### src/rtl/mux_pkt_arbiter_pkg.sv
// Shared encodings for the packet arbiter: flit types, one-hot mux selects and FSM states.
// Also provides the helper that extracts the type field from a full flit.
package mux_pkt_arbiter_pkg;

    localparam int DATAW = 66;

    typedef enum logic [1:0] {
        TYPE_NONE = 2'b00,
        TYPE_HEAD = 2'b01,
        TYPE_DATA = 2'b10,
        TYPE_TAIL = 2'b11
    } flit_type_e;

    localparam logic [1:0] SEL_NONE = 2'b00;
    localparam logic [1:0] SEL_P0   = 2'b01;
    localparam logic [1:0] SEL_P1   = 2'b10;

    typedef enum logic [1:0] {
        ST_IDLE  = 2'b00,
        ST_LOCK0 = 2'b01,
        ST_LOCK1 = 2'b10
    } state_e;

    // Type field occupies the two MSBs of a flit.
    function automatic logic [1:0] flit_type(input logic [DATAW-1:0] flit);
        return flit[DATAW-1 -: 2];
    endfunction

endpackage

### src/rtl/mux_pkt_arbiter_rr_arb2.sv
// Two-way round-robin pick: a lone requester wins, a tie goes to the port i_ptr names.
// Purely combinational; the output is already in one-hot mux-select form.
module mux_pkt_arbiter_rr_arb2
    import mux_pkt_arbiter_pkg::*;
(
    input  logic [1:0] i_req,
    input  logic       i_ptr,
    output logic [1:0] o_grant
);

    always_comb begin
        o_grant = i_req;
        if (&i_req) begin
            o_grant = i_ptr ? SEL_P1 : SEL_P0;
        end
    end

endmodule

### src/rtl/mux_pkt_arbiter.sv
// Packet-level round-robin arbiter for the router's 2:1 output mux. Locks one input from
// head to tail, drives the mux select and per-input grants, and flags over-length packets.
module mux_pkt_arbiter
    import mux_pkt_arbiter_pkg::*;
#(
    parameter int SELW    = 2,
    parameter int MAX_LEN = 64,
    parameter int CNTW    = 7
) (
    input  logic            clk,
    input  logic            rst_,
    input  logic            ivalid_0,
    input  logic [1:0]      itype_0,
    input  logic            ivalid_1,
    input  logic [1:0]      itype_1,
    input  logic            oready,
    output logic [SELW-1:0] sel,
    output logic            grant_0,
    output logic            grant_1,
    output logic            busy,
    output logic            err_len
);

    localparam logic [CNTW-1:0] CNT_ONE = CNTW'(1);
    localparam logic [CNTW-1:0] CNT_MAX = CNTW'(MAX_LEN);
    localparam logic [CNTW-1:0] CNT_SAT = CNTW'(MAX_LEN + 1);

    state_e            r_state;
    logic              r_rr_ptr;
    logic [CNTW-1:0]   r_cnt;
    logic              r_err_len;

    logic [1:0]        w_req;
    logic [1:0]        w_pick;
    logic [1:0]        w_sel;
    logic              w_xfer_0;
    logic              w_xfer_1;
    logic              w_xfer;
    logic [1:0]        w_xtype;

    assign w_req[0] = ivalid_0 & (itype_0 == TYPE_HEAD);
    assign w_req[1] = ivalid_1 & (itype_1 == TYPE_HEAD);

    mux_pkt_arbiter_rr_arb2 u_rr_arb2 (
        .i_req   (w_req),
        .i_ptr   (r_rr_ptr),
        .o_grant (w_pick)
    );

    // Idle shows the candidate head immediately; a lock pins the select to its port.
    always_comb begin
        w_sel = SEL_NONE;
        unique case (r_state)
            ST_IDLE:  w_sel = w_pick;
            ST_LOCK0: w_sel = SEL_P0;
            ST_LOCK1: w_sel = SEL_P1;
            default:  w_sel = SEL_NONE;
        endcase
    end

    // A valid-but-NONE flit is a bubble: it neither transfers nor advances the packet.
    assign w_xfer_0 = ivalid_0 & (itype_0 != TYPE_NONE) & oready & w_sel[0];
    assign w_xfer_1 = ivalid_1 & (itype_1 != TYPE_NONE) & oready & w_sel[1];
    assign w_xfer   = w_xfer_0 | w_xfer_1;
    assign w_xtype  = w_sel[1] ? itype_1 : itype_0;

    always_ff @(posedge clk or negedge rst_) begin
        if (!rst_) begin
            r_state   <= ST_IDLE;
            r_rr_ptr  <= 1'b0;
            r_cnt     <= '0;
            r_err_len <= 1'b0;
        end else if (w_xfer) begin
            unique case (r_state)
                ST_IDLE: begin
                    r_state <= w_xfer_1 ? ST_LOCK1 : ST_LOCK0;
                    r_cnt   <= CNT_ONE;
                end
                ST_LOCK0, ST_LOCK1: begin
                    if (w_xtype == TYPE_HEAD) begin
                        r_cnt <= CNT_ONE;
                    end else begin
                        if (r_cnt >= CNT_MAX) begin
                            r_err_len <= 1'b1;
                        end
                        if (w_xtype == TYPE_TAIL) begin
                            r_state  <= ST_IDLE;
                            r_rr_ptr <= (r_state == ST_LOCK0);
                            r_cnt    <= '0;
                        end else if (r_cnt != CNT_SAT) begin
                            r_cnt <= r_cnt + 1'b1;
                        end
                    end
                end
                default: r_state <= ST_IDLE;
            endcase
        end
    end

    assign sel     = w_sel;
    assign grant_0 = w_xfer_0;
    assign grant_1 = w_xfer_1;
    assign busy    = (r_state != ST_IDLE);
    assign err_len = r_err_len;

endmodule

### config.mk
export PLATFORM = sky130hd
export DESIGN_NAME = mux_pkt_arbiter
export DESIGN_NICKNAME = d
export VERILOG_FILES = /design/src/rtl/mux_pkt_arbiter_pkg.sv /design/src/rtl/mux_pkt_arbiter_rr_arb2.sv /design/src/rtl/mux_pkt_arbiter.sv
export SDC_FILE = /design/constraint.sdc
export NUM_CORES = 1
export LEC_CHECK = 0
export CAP_MARGIN = 20
export CORE_ASPECT_RATIO = 1.1
export CORE_MARGIN = 5
export CORE_UTILIZATION = 40
export CTS_CLUSTER_DIAMETER = 150
export DETAILED_ROUTE_END_ITERATION = 16
export GPL_TIMING_DRIVEN = 1
export HOLD_SLACK_MARGIN = 0.08
export PLACE_DENSITY = 0.7
export RECOVER_POWER = 25
export SLEW_MARGIN = 20
export SYNTH_ARGS = -nofsm -noshare
export SYNTH_HDL_FRONTEND = slang
export SYNTH_SLANG_ARGS = --single-unit
export TNS_END_PERCENT = 10
### constraint.sdc
create_clock -name clk -period 3.05 [get_ports clk]
set_clock_uncertainty 0.2 [all_clocks]
set_input_delay 0.7625 -clock clk [delete_from_list [all_inputs] [get_ports clk]]
set_output_delay 0.7625 -clock clk [all_outputs]
set_load 0.005 [all_outputs]
==> impl_metrics.yaml <==
status:
  status: "completed"
sta:
  timing.final.crit_share_pct: 96.12
  slew_headroom_pct: 67.23
  tightest_slew_ns: 0.4887
  final_hold_viol_count: 0
  max_freq_mhz: 341.1
  setup_viol_count_final: 0
  period_needed_ns: 2.932
  fin_ws_ns: 0.1183
  fin_hold_ws_ns: 0.2817
  slew_viol_final: 0
  rsz0062_at_grt: "no"
drt:
  final_antenna_net_count: 0
  vias_per_cell: 5.665
  vias: 895
  drt-total-wl_um: 2283
  drt_first_pass_iters: 4
  drt_iter0_drc: 20
  drc: 0
  routedWlPerCell_um: 14.45
global_route:
  grt_pass1_vias: 894
  grt_pass1_wl_um: 3933
  gr-total-overflow: 0
  grt_use_met3_pct: 2.267
  gr-usage-met2_pct: 27.87
  grtUsageMet1_pct: 19.51
  grt_busiest_layer: "met2"
  grt_max_degree: 13
  grt_usage_pct: 16.71
  antenna_found_initial: 0
synth:
  synth_seq_cells: 11
  syn_nets: 107
  netlist_area_sq_um: 884.6
  synth_edf_count: 0
  ys.warnings.count: 0
  seq_area_frac_synth_pct: 31.12
  ys_async_sr_fraction_pct: 100.0
  avgSynthCellArea_sq_um: 9.512
  yosysUniqueCellTypes: 39
  synth_ff_type: "dfrtp_1"
  syn_inst: 93
place:
  placed_area_sq_um: 1179
  gp_congestion: 0.7913
  place_inst: 150
  place_ws_ns: -0.3270
  place_hpwl_um: 1754
  io_buffers: 14
cts:
  clk_root_buffer_cell: "clkbuf_4"
  cts_sinks: 11
  numCtsBuffers: 3
  ctsLongestPathBuffers: 2
  clock_latency_ns: 0.26
  ctsHoldBuffers: 0
  cts_max_level: 1
  cts_tree: "yes"
  clk_pin_slew_worst_paths_ns: 0.07
cells_and_area:
  stdcell_area_sq_um: 1232
  stdcell_count: 158
  syn_to_final_growth_pct: 39.32
  drive_gt1_share_pct: 26.15
  layout.nets: 145
  diodes: 0
setup_path:
  cp-end-kind: "output pin"
  critPathLaunchType: "input port"
  critPathMaxFanout: 4
  cp.required_ns: 2.09
  arrival_ns: 1.97
  worst_r2r_path_depth: 8
  path_class: "input port to output pin"
floorplan:
  initial_core_util_pct: 42.87
  die_area_sq_um: 3253
  pin_count: 15
  core_sq_um: 2063
  fp.dieW_um: 54.84
  die_h_um: 59.32
  num_rows: 17
pwr:
  finalPower_uw: 925.6
  combPwrFrac_pct: 64.6
  p_seq_share_pct: 24.9
  leakage_uw: 0.0005755
  power-per-cell-area_nw_per_um2: 751.0
  p_int_uw: 537.4
  pwr-share-clk_pct: 10.5
  switching_power_uw: 388.2
  switching_share_pct: 41.94
  vdd_drop_max_mv: 0.6351
flow_run:
  drv_cap: 0
min_path:
  min_path_cells: 1
  min_path_type: "register to register"
-- routing by layer --
metal,wire [um],vias to the layer above
met2,1114,26
li1,-,439
met1,959,422
met5,0,-
met4,95,0
met3,114,8
-- layout by cell type, fill, tap and decap left out, drive strengths merged, types with 2 or more instances in the layout --
cell / Yosys / layout
dlygate4sd2: 0 / 8
nand2b: 4 / 4
nand3: 4 / 4
clkbuf: 1 / 4
nor4: 3 / 3
dfrtp: 11 / 11
nand2: 3 / 3
a32oi: 2 / 2
buf: 1 / 22
inv: 10 / 10
nor2: 3 / 3
o211ai: 4 / 4
and3: 3 / 3
a31o: 2 / 2
nor2b: 2 / 2
nor3b: 2 / 2
o21ai: 3 / 3
nand4b: 3 / 3
a22o: 3 / 3
clkdlybuf4s50: 0 / 3
a32o: 2 / 2
a31oi: 2 / 2
o31ai: 2 / 2
and4bb: 2 / 2
nand4: 2 / 2
o22ai: 2 / 2
ha: 5 / 5
-- synthesized netlist by cell type, types with 3 or more instances --
| cell | n | area, sq um |
|---|---|---|
| nand2_1 | 3 | 11.26 |
| o21ai_0 | 3 | 15.01 |
| nand3_1 | 4 | 20.02 |
| and3_1 | 3 | 18.77 |
| nor4_1 | 3 | 18.77 |
| inv_1 | 10 | 37.54 |
| o211ai_1 | 4 | 30.03 |
| dfrtp_1 | 11 | 275.3 |
| a22o_1 | 3 | 26.28 |
| ha_1 | 5 | 62.56 |
| nand2b_1 | 4 | 25.02 |
| nor2_1 | 3 | 11.26 |
-- worst paths after layout --
kind | from | to | slack (ns)
max | itype_0[0] | grant_1 | 0.12
min | err_len | err_len | 0.28
max reg2reg | r_state[1] | r_cnt[2] | 0.60
min reg2reg | err_len | err_len | 0.28
max in group asynchronous | rst_ | r_cnt[5] | 1.63
min in group asynchronous | rst_ | r_state[1] | 0.69
-- critical path: stages --
cell	delay, ns
dlygate4sd2_1	0.26
and4bb_2	0.26
o31ai_4	0.27
nor2b_4	0.20
clkdlybuf4s15_2	0.21
-- metrics by stage --
| step | util (%) | TNS [ns] |
|---|---|---|
| after floorplan | - | 0 |
| after global placement | 57.13 | -1.555 |
| after detailed placement | 57.13 | -1.624 |
| after CTS | 59.73 | 0 |
| after global routing | 59.73 | 0 |
| final | 59.73 | 0 |
-- sequential cells by signal, summed over array words and instances (netlist names) --
register  cells
err_len       1
r_cnt         7
r_rr_ptr      1
r_state       2
-- final cells by class --
type	instances	area, sq um
Clock buffer	4	26.28
Fill cell	198	830.8
Inverter	10	37.54
Multi-Input combinational cell	70	570.5
Sequential cell	11	275.3
Tap cell	28	35.03
Timing Repair Buffer	35	287.8
-- timing repair --
action / in CTS / in global routing
endpoints found under the setup margin: 4 / 0
hold endpoints to repair: 0 / 0
setup buffers: 4 / 0
resized for setup: 19 / 0
-- power by group through the flow --
stage | Clock, uW | Combinational (uW) | Sequential [uW]
6_report | 97.1 | 598 | 231
5_1_grt | 109 | 660 | 237
4_1_cts | 98.5 | 593 | 230
3_5_place_dp | 0 | 570 | 232
3_3_place_gp | 0 | 563 | 230
2_1_floorplan | 0 | 333 | 229
-- cells by family after synthesis --
| kind of cell | count (synthesis) | synth area share [%] |
|---|---|---|
| buffers and inverters | 12 | 5.233 |
| muxes | 2 | 2.828 |
| and+or+nand+nor | 37 | 28.85 |
| DFF | 11 | 31.12 |
| AOI/OAI and AO/OA | 26 | 24.89 |
| adders and majority gates | 5 | 7.072 |
No activity file was read; power rests on OpenSTA's default activity.
